==> src/rtl/melody_pkg.sv <==
// Shared types for the melody sequencer: note codes, durations, FSM states,
// ROM entry layout and the tempo-scaled duration helper.
package melody_pkg;

  localparam logic [2:0] NOTE_A_HIGH = 3'd0;
  localparam logic [2:0] NOTE_E_HIGH = 3'd1;
  localparam logic [2:0] NOTE_B      = 3'd2;
  localparam logic [2:0] NOTE_G      = 3'd3;
  localparam logic [2:0] NOTE_D      = 3'd4;
  localparam logic [2:0] NOTE_A      = 3'd5;
  localparam logic [2:0] NOTE_E_LOW  = 3'd6;
  localparam logic [2:0] NOTE_B_LOW  = 3'd7;

  localparam int SONG_LEN = 8;

  typedef enum logic [1:0] {
    DUR_EIGHTH  = 2'd0,
    DUR_QUARTER = 2'd1,
    DUR_HALF    = 2'd2,
    DUR_WHOLE   = 2'd3
  } dur_e;

  typedef enum logic [2:0] {
    S_IDLE = 3'd0,
    S_LOAD = 3'd1,
    S_PLAY = 3'd2,
    S_GAP  = 3'd3,
    S_DONE = 3'd4
  } state_e;

  typedef struct packed {
    logic       rest;
    logic [2:0] note;
    dur_e       dur;
  } rom_entry_t;

  // Tempo 01 doubles every duration, 10 halves it; 00 and 11 leave it alone.
  function automatic logic [31:0] dur_cycles(dur_e dur, logic [1:0] tempo, logic [31:0] q);
    logic [31:0] base;
    case (dur)
      DUR_EIGHTH:  base = q >> 1;
      DUR_QUARTER: base = q;
      DUR_HALF:    base = q << 1;
      default:     base = q << 2;
    endcase
    case (tempo)
      2'b01:   dur_cycles = base << 1;
      2'b10:   dur_cycles = base >> 1;
      default: dur_cycles = base;
    endcase
  endfunction

endpackage

==> src/rtl/melody_rom.sv <==
// Combinational 8-entry song table: step address to {rest, note, duration}.
module melody_rom
  import melody_pkg::*;
(
  input  logic [2:0] addr_i,
  output rom_entry_t entry_o
);

  always_comb begin
    entry_o = '{rest: 1'b1, note: NOTE_A_HIGH, dur: DUR_EIGHTH};
    case (addr_i)
      3'd0: entry_o = '{rest: 1'b0, note: NOTE_E_LOW,  dur: DUR_QUARTER};
      3'd1: entry_o = '{rest: 1'b0, note: NOTE_A,      dur: DUR_QUARTER};
      3'd2: entry_o = '{rest: 1'b0, note: NOTE_D,      dur: DUR_QUARTER};
      3'd3: entry_o = '{rest: 1'b0, note: NOTE_G,      dur: DUR_QUARTER};
      3'd4: entry_o = '{rest: 1'b0, note: NOTE_B,      dur: DUR_QUARTER};
      3'd5: entry_o = '{rest: 1'b0, note: NOTE_E_HIGH, dur: DUR_HALF};
      3'd6: entry_o = '{rest: 1'b1, note: NOTE_A_HIGH, dur: DUR_EIGHTH};
      3'd7: entry_o = '{rest: 1'b0, note: NOTE_A_HIGH, dur: DUR_WHOLE};
      default: ;
    endcase
  end

endmodule

==> src/rtl/melody_sequencer.sv <==
// Steps through the song ROM driving a one-hot note select with a silent gap per step.
// Optional SEQ_PAUSE_EN adds a pause input that freezes PLAY/GAP and mutes the output.
module melody_sequencer
  import melody_pkg::*;
#(
  parameter int unsigned QUARTER_NOTE = 25_000_000,
  parameter int unsigned GAP_CYCLES   = 1_250_000
) (
  input  logic       CLK,
  input  logic       RST_N,
  input  logic       start,
  input  logic       stop,
  input  logic       loop_en,
  input  logic [1:0] tempo_sel,
`ifdef SEQ_PAUSE_EN
  input  logic       pause,
`endif
  output logic [7:0] note_sel,
  output logic [2:0] step_idx,
  output logic       busy,
  output logic       done
);

  if (GAP_CYCLES >= QUARTER_NOTE / 4) begin : g_gap_check
    $error("GAP_CYCLES must be less than QUARTER_NOTE/4");
  end

  state_e      state_q, state_d;
  logic [31:0] cnt_q, cnt_d;
  logic [31:0] dur_q, dur_d;
  logic [2:0]  step_q, step_d;
  logic [2:0]  note_q, note_d;
  logic        rest_q, rest_d;
  logic [7:0]  note_sel_q, note_sel_d;
  logic        busy_q, busy_d;
  logic        done_q, done_d;
  logic        pause_w;
  rom_entry_t  rom_entry;
  logic [2:0]  cur_note;
  logic        cur_rest;

`ifdef SEQ_PAUSE_EN
  assign pause_w = pause;
`else
  assign pause_w = 1'b0;
`endif

  melody_rom u_rom (
    .addr_i  (step_q),
    .entry_o (rom_entry)
  );

  // During LOAD the latched note is not yet valid, so take it straight from the ROM.
  assign cur_note = (state_q == S_LOAD) ? rom_entry.note : note_q;
  assign cur_rest = (state_q == S_LOAD) ? rom_entry.rest : rest_q;

  always_comb begin
    state_d = state_q;
    cnt_d   = cnt_q;
    dur_d   = dur_q;
    step_d  = step_q;
    note_d  = note_q;
    rest_d  = rest_q;
    case (state_q)
      S_IDLE: begin
        if (start && !stop) begin
          state_d = S_LOAD;
          step_d  = 3'd0;
        end
      end
      S_LOAD: begin
        note_d  = rom_entry.note;
        rest_d  = rom_entry.rest;
        dur_d   = dur_cycles(rom_entry.dur, tempo_sel, 32'(QUARTER_NOTE));
        cnt_d   = 32'd0;
        state_d = S_PLAY;
      end
      S_PLAY: begin
        if (!pause_w) begin
          if (cnt_q == dur_q - 32'(GAP_CYCLES) - 32'd1) begin
            state_d = S_GAP;
            cnt_d   = 32'd0;
          end else begin
            cnt_d = cnt_q + 32'd1;
          end
        end
      end
      S_GAP: begin
        if (!pause_w) begin
          if (cnt_q == 32'(GAP_CYCLES) - 32'd1) begin
            cnt_d = 32'd0;
            if (step_q != 3'(SONG_LEN - 1)) begin
              step_d  = step_q + 3'd1;
              state_d = S_LOAD;
            end else if (loop_en) begin
              step_d  = 3'd0;
              state_d = S_LOAD;
            end else begin
              state_d = S_DONE;
            end
          end else begin
            cnt_d = cnt_q + 32'd1;
          end
        end
      end
      S_DONE: begin
        state_d = S_IDLE;
        step_d  = 3'd0;
      end
      default: state_d = S_IDLE;
    endcase

    // Stop overrides everything, including pause.
    if (stop && state_q != S_IDLE) begin
      state_d = S_IDLE;
      step_d  = 3'd0;
      cnt_d   = 32'd0;
    end

    // Outputs are registered, so they are decoded from the next state.
    note_sel_d = 8'd0;
    if (state_d == S_PLAY && !pause_w && !cur_rest) begin
      note_sel_d = 8'd1 << cur_note;
    end
    busy_d = (state_d == S_LOAD) || (state_d == S_PLAY) || (state_d == S_GAP);
    done_d = (state_d == S_DONE);
  end

  always_ff @(posedge CLK or negedge RST_N) begin
    if (!RST_N) begin
      state_q    <= S_IDLE;
      cnt_q      <= 32'd0;
      dur_q      <= 32'd0;
      step_q     <= 3'd0;
      note_q     <= 3'd0;
      rest_q     <= 1'b0;
      note_sel_q <= 8'd0;
      busy_q     <= 1'b0;
      done_q     <= 1'b0;
    end else begin
      state_q    <= state_d;
      cnt_q      <= cnt_d;
      dur_q      <= dur_d;
      step_q     <= step_d;
      note_q     <= note_d;
      rest_q     <= rest_d;
      note_sel_q <= note_sel_d;
      busy_q     <= busy_d;
      done_q     <= done_d;
    end
  end

  assign note_sel = note_sel_q;
  assign step_idx = step_q;
  assign busy     = busy_q;
  assign done     = done_q;

endmodule
==> config.mk <==
export PLATFORM = sky130hd
export DESIGN_NAME = melody_sequencer
export DESIGN_NICKNAME = d
export VERILOG_FILES = /design/src/rtl/melody_pkg.sv /design/src/rtl/melody_rom.sv /design/src/rtl/melody_sequencer.sv
export SDC_FILE = /design/constraint.sdc
export NUM_CORES = 1
export LEC_CHECK = 0
export CORE_MARGIN = 4
export CORE_UTILIZATION = 67
export DETAILED_ROUTE_END_ITERATION = 7
export HOLD_SLACK_MARGIN = 0.03
export PLACE_DENSITY = 0.89
export SLEW_MARGIN = 20
export SYNTH_ARGS = -nofsm -noshare
export SYNTH_HDL_FRONTEND = slang
export SYNTH_HIERARCHICAL = 1
export SYNTH_SLANG_ARGS = --single-unit
==> constraint.sdc <==
create_clock -name CLK -period 8.25 [get_ports CLK]
set_input_delay 0.825 -clock CLK [delete_from_list [all_inputs] [get_ports CLK]]
set_output_delay 0.825 -clock CLK [all_outputs]
set_load 0.02 [all_outputs]
Yosys cells after proc, flatten, opt, wreduce, memory -nomap -nowiden
Memory sizes are Yosys's and may differ from the RTL's.
Index checks and enable logic that the tools add are counted.
{"block": "totals", "ff_bits": 84, "rom_bits": 48, "in_bits": 7, "output_inout_bits": 13, "wordCells": 68, "mem_count": 1}
{"block": "classes", "addsub": 4, "eq_ne": 18, "shift": 1, "n_mux": 22, "reduce_logical": 13}
{"name": "(no name shown)", "depth": 8, "word_bits": 6, "read_ports": 1, "rd_clocked_by_memory_dff": 0, "write_ports": 0, "line_no": "melody_rom.sv:11", "text": "case (addr_i)"}
{"op": "32-bit 2-to-1 mux", "n": 3}
{"op": "32-bit one-hot mux with 3 select lines", "n": 1}
{"op": "27-bit one-hot mux with 3 select lines", "n": 1}
{"op": "32-bit one-hot mux with 2 select lines", "n": 1}
{"op": "3-bit 2-to-1 mux", "n": 12}
{"op": "32-bit by 1-bit adder with 32-bit output, second input constant", "n": 1}
{"op": "32-bit by 21-bit equality test with 1-bit output, second input constant", "n": 1}
{"op": "32-bit equality test", "n": 1}
{"op": "32-bit by 1-bit subtractor with 32-bit output, second input constant", "n": 1}
{"op": "32-bit by 21-bit subtractor with 32-bit output, second input constant", "n": 1}
{"op": "3-bit by 2-bit equality test with 1-bit output, second input constant", "n": 4}
{"op": "3-bit one-hot mux with 4 select lines", "n": 1}
{"op": "3-bit != test, second input constant", "n": 3}
{"op": "3-bit one-hot mux with 3 select lines", "n": 1}
{"op": "8-bit 2-to-1 mux", "n": 1}
{"op": "4-bit nonzero test", "n": 2}
{"op": "1-bit by 3-bit << shifter with 8-bit output, first input constant", "n": 1}
{"op": "3-bit by 1-bit equality test with 1-bit output, second input constant", "n": 2}
{"op": "3-bit equality test, second input constant", "n": 2}
{"op": "2-bit by 1-bit equality test with 1-bit output, second input constant", "n": 2}
{"op": "2-bit equality test, second input constant", "n": 2}
{"op": "4-bit != test, second input constant", "n": 1}
{"op": "4-bit AND reduction", "n": 1}
{"op": "3-bit by 1-bit adder with 3-bit output, second input constant", "n": 1}
{"op": "other kinds (7)", "n": 11}

Longest topological paths before layout
{"block": "depth", "ltp_word": 9, "depth_mapped": 13, "ltp_nobuf": 10}

Hierarchy
The synthesis kept the hierarchy.
{"mod": "melody_sequencer", "n_inst": 1, "cells_each": 623, "area_per_inst_um2": 5092.4, "seq_area_each_um2": 1826.8}
{"mod": "melody_rom", "n_inst": 1, "cells_each": 14, "area_per_inst_um2": 100.1, "seq_area_each_um2": 0.0}

Least setup slack after synthesis
No wires, ideal clock.
{"block": "synth_path", "path_type": "register -> register", "start": "register dur_q[5]", "end": "register cnt_q[23]", "setup_time_ns": 0.134, "arrival_time_ns": 3.307, "required_ns": 8.116, "slack_ns": 4.809, "stages_incl_launch_ff": 13, "path_buffers": 3, "synth_period_minus_slack_ns": 3.441, "cell_sequence": "dfrtp_1 > ha_1 > a21oi_1 > o211ai_2 > a311o_1 > or4_1 > or4_1 > or4_1 > buf_2 > buf_6 > buf_6 > a22oi_2 > o41ai_1"}
{"block": "synth_via", "elab_chain_len": 6}
{"element": "from (decl)", "line_no": "melody_sequencer.sv:30", "text": "logic [31:0] dur_q, dur_d;"}
{"element": "from (signal assigned)", "line_no": "melody_sequencer.sv:143", "text": "dur_q <= dur_d;"}
{"element": "32-bit by 21-bit subtractor with 32-bit output", "line_no": "melody_sequencer.sv:80", "text": "if (cnt_q == dur_q - 32'(GAP_CYCLES) - 32'd1) begin"}
{"element": "32-bit by 1-bit subtractor with 32-bit output", "line_no": "melody_sequencer.sv:80"}
{"element": "32-bit equality test", "line_no": "melody_sequencer.sv:80"}
{"element": "32-bit 2-to-1 mux", "line_no": "melody_sequencer.sv:80"}
{"element": "32-bit one-hot mux with 3 select lines", "line_no": "melody_sequencer.sv:64", "text": "case (state_q)"}
{"element": "32-bit 2-to-1 mux", "line_no": "melody_sequencer.sv:114", "text": "if (stop && state_q != S_IDLE) begin"}
{"element": "to (signal assigned)", "line_no": "melody_sequencer.sv:142", "text": "cnt_q <= cnt_d;"}
{"element": "to (decl)", "line_no": "melody_sequencer.sv:29", "text": "logic [31:0] cnt_q, cnt_d;"}
No other way between the ends.
A chain may end at the register's enable or synchronous reset.

Worst setup path in the final report
{"block": "layout_path", "start": "register dur_q[5]", "end": "register cnt_q[14]"}
The elaborated chain is that of the path after synthesis.

==> impl_metrics.yaml <==
worst_setup_path:
  r2r-end: "cnt_q[14]"
  r2r_start: "dur_q[5]"
  criticalPathCategory: "reg2reg"
  reg2reg_slack_ns: 4.27
  reg2reg_depth: 11
  start_kind: "register"
  crit_required_ns: 8.46
  path_max_fanout: 41
  end_kind: "register"
  cp.arrival_ns: 4.19
floorplan:
  dieArea_um2: 9220
  rows: 31
  io_pins: 20
  start_util: 0.701
  core_um2: 7410
  die_w_um: 96.0
  die_h_um: 96.0
min_path:
  hp-start: "dur_q[4]"
  hold_depth: 2
  holdPathEnd: "dur_q[4]"
  hp-class: "reg2reg"
sta:
  worst_pin_slew_ns: 1.10
  tns_ns: 0
  post-route-period-util: 0.482
  fin_ws_ns: 4.27
  slew_headroom: 0.269
  fmax_ghz: 0.251
  min_period_ns: 3.98
  grt_setup_unrepaired: "no"
  finalHoldViolCount: 0
  setup_viol: 0
  skew_ns: 0.0140
  drv_slew: 0
routing:
  drc: 0
  ant_nets: 0
  wl_met1_um: 5550
  met2WireLength_um: 6250
  post_drt_wl_per_cell_um: 18.3
  drt-initial-drc-count: 506
  vias: 4796
  drt-pass1-iter-count: 5
  top_layer: "met4"
  viasPerCell: 6.67
  drt-total-wl_um: 13200
  route.met3.wl_um: 999
clocking:
  cts_buffers: 9
  cts-root-buf: "clkbuf_8"
  clk_pin_slew_worst_paths_ns: 0.08
  insertion_delay_ns: 0.35
  clockBufferDepth: 2
  postCtsSetupBuffers: 0
  cts_resized: 0
  cts_hold_buf: 0
  cts-htree-levels: 3
  cts_tree: "yes"
  clock-sinks: 73
yosys:
  synth_area_leaders: "dfrtp_1 35%, nand2_1 5.9%, o21ai_0 3.6%, nand3_1 3.4%, xnor2_1 3.2%"
  yosysSeqAreaShare: 0.352
  synth_area_leader_cell: "dfrtp_1"
  ys_types: 69
  syn_area_per_cell_um2: 8.15
  synth_compound_area_frac: 0.200
  synth_cells: 637
  ys_warn_count: 6
  synth_edf_count: 0
  synthXorXnorAreaFrac: 0.0506
  synth-main-ff-cell: "dfrtp_1"
  synthArstFlopShare: 1.00
  synth-simple-area-share: 0.274
  yosys-mux-area-fraction: 0.0357
  synth_top_family_by_area: "simple AND/OR/NAND/NOR gates"
  syn-cell-area_um2: 5190
  synthAdderAreaFrac: 0.0241
  ys_seq_elements: 73
  yosysTopAreaCellShare: 0.352
  syn-num-nets: 654
global_route:
  grt_pass1_vias: 4532
  grt_first_pass_wirelength_um: 21700
  antenna_found_initial: 0
  grt_start_max_net_pins: 74
  gr-usage-all-layers: 0.305
  grt_overflow: 0
finish:
  antenna_cells: 0
  fin_util: 0.738
  fillerInstances: 545
  mostFrequentLayoutCells: "82 x nand2_1, 73 x dfrtp_1, 37 x nor2_1, 37 x o21ai_0, 35 x nand3_1"
  nets: 633
  drive_gt1_frac: 0.0661
  area_growth_pct: 5.23
  final_common_cell: "nand2_1"
power:
  p_leak_nw: 2.20
  peakVddDrop_v: 0.000144
  powerDensity_nw_per_um2: 190
  finalPower_mw: 1.04
place:
  gp_congestion: 0.981
  io_buffers: 19
  hpwlAfterDp_um: 9360
  post-place-ws_ns: 4.30
flow_run:
  drv_cap: 0
outcome:
  status: "complete, no violations"
final cells by class:
| class | instances | area, um2 | share of cell area |
|---|---|---|---|
| well taps | 99 | 124 | 0.0227 |
| flip-flops and latches | 73 | 1830 | 0.334 |
| clock inverters | 4 | 28.8 | 0.00527 |
| inverters | 21 | 78.8 | 0.0144 |
| repair buffers | 23 | 215 | 0.0394 |
| clock buffers | 11 | 151 | 0.0277 |
| multi-input cells | 488 | 3040 | 0.556 |
Yosys cell counts, drive strengths merged (5+ instances only):
cell type and instances:
a21oi 29, nand2b 5, xnor2 19, ha 10, nand3 35, o311ai 7
nor4 15, and2 8, a31oi 21, o31ai 7, nor3 21, dfrtp 73
nand4 26, clkbuf 37, o21ai 39, inv 21, nor2 37, a21o 6
or3 5, xor2 11, mux2i 14, buf 18, or2 8, o22ai 7
and3 16, nand2 82
report_power, final:
part	internal [mW]	switching (mW)	total, mW
logic	0.130	0.182	0.312
registers	0.386	0.0801	0.467
clock network	0.124	0.137	0.261
total	0.640	0.400	1.04
worst max-delay path by stage:
stage                endpoint  cells after the start     start  slack (ns)
floorplan           cnt_q[23]                     12  dur_q[5]        4.81
global placement    cnt_q[11]                     11  dur_q[5]        4.40
detailed placement  cnt_q[12]                     11  dur_q[5]        4.30
CTS                 cnt_q[12]                     11  dur_q[5]        4.29
global route        cnt_q[12]                     11  dur_q[5]        4.07
finish              cnt_q[14]                     11  dur_q[5]        4.27
cell families after synthesis:
| family | count (synthesis) |
|---|---|
| AOI/OAI and AO/OA | 154 |
| and+or+nand+nor | 276 |
| xor gates and xnor gates | 30 |
| DFF | 73 |
| buffers and inverters | 76 |
| adders and majority gates | 10 |
| muxes | 18 |
state kept, by name, indices dropped and copies added (netlist names):
register,flops
done,1
busy,1
note_sel,8
state_q,3
note_q,3
rest_q,1
step_idx,3
dur_q,21
cnt_q,32
worst max-delay path, stage by stage (launching register included):
cell      delay [ns]
dfrtp_1         0.42
ha_1            0.27
a21oi_1         0.12
o211ai_2        0.31
nor4_1          0.08
a311o_1         0.32
or4_1           0.47
or4_1           0.51
or4_1           0.40
buf_4           0.28
nand2_1         0.42
o311ai_0        0.20
per-layer routing:
layer | track usage | vias to the layer above
met5 | 0 | -
met4 | 0.134 | 0
met3 | 0.0579 | 32
met2 | 0.482 | 196
met1 | 0.408 | 2287
li1 | - | 2281
through the flow:
stage	hold slack (ns)	instances	cell area, um2
after floorplan	0.464	637	5190
after global placement	0.483	704	5280
after detailed placement	0.505	704	5280
after CTS	0.523	719	5460
after global routing	0.544	719	5460
final	0.521	719	5460
Power figures use the tool's default switching activity.
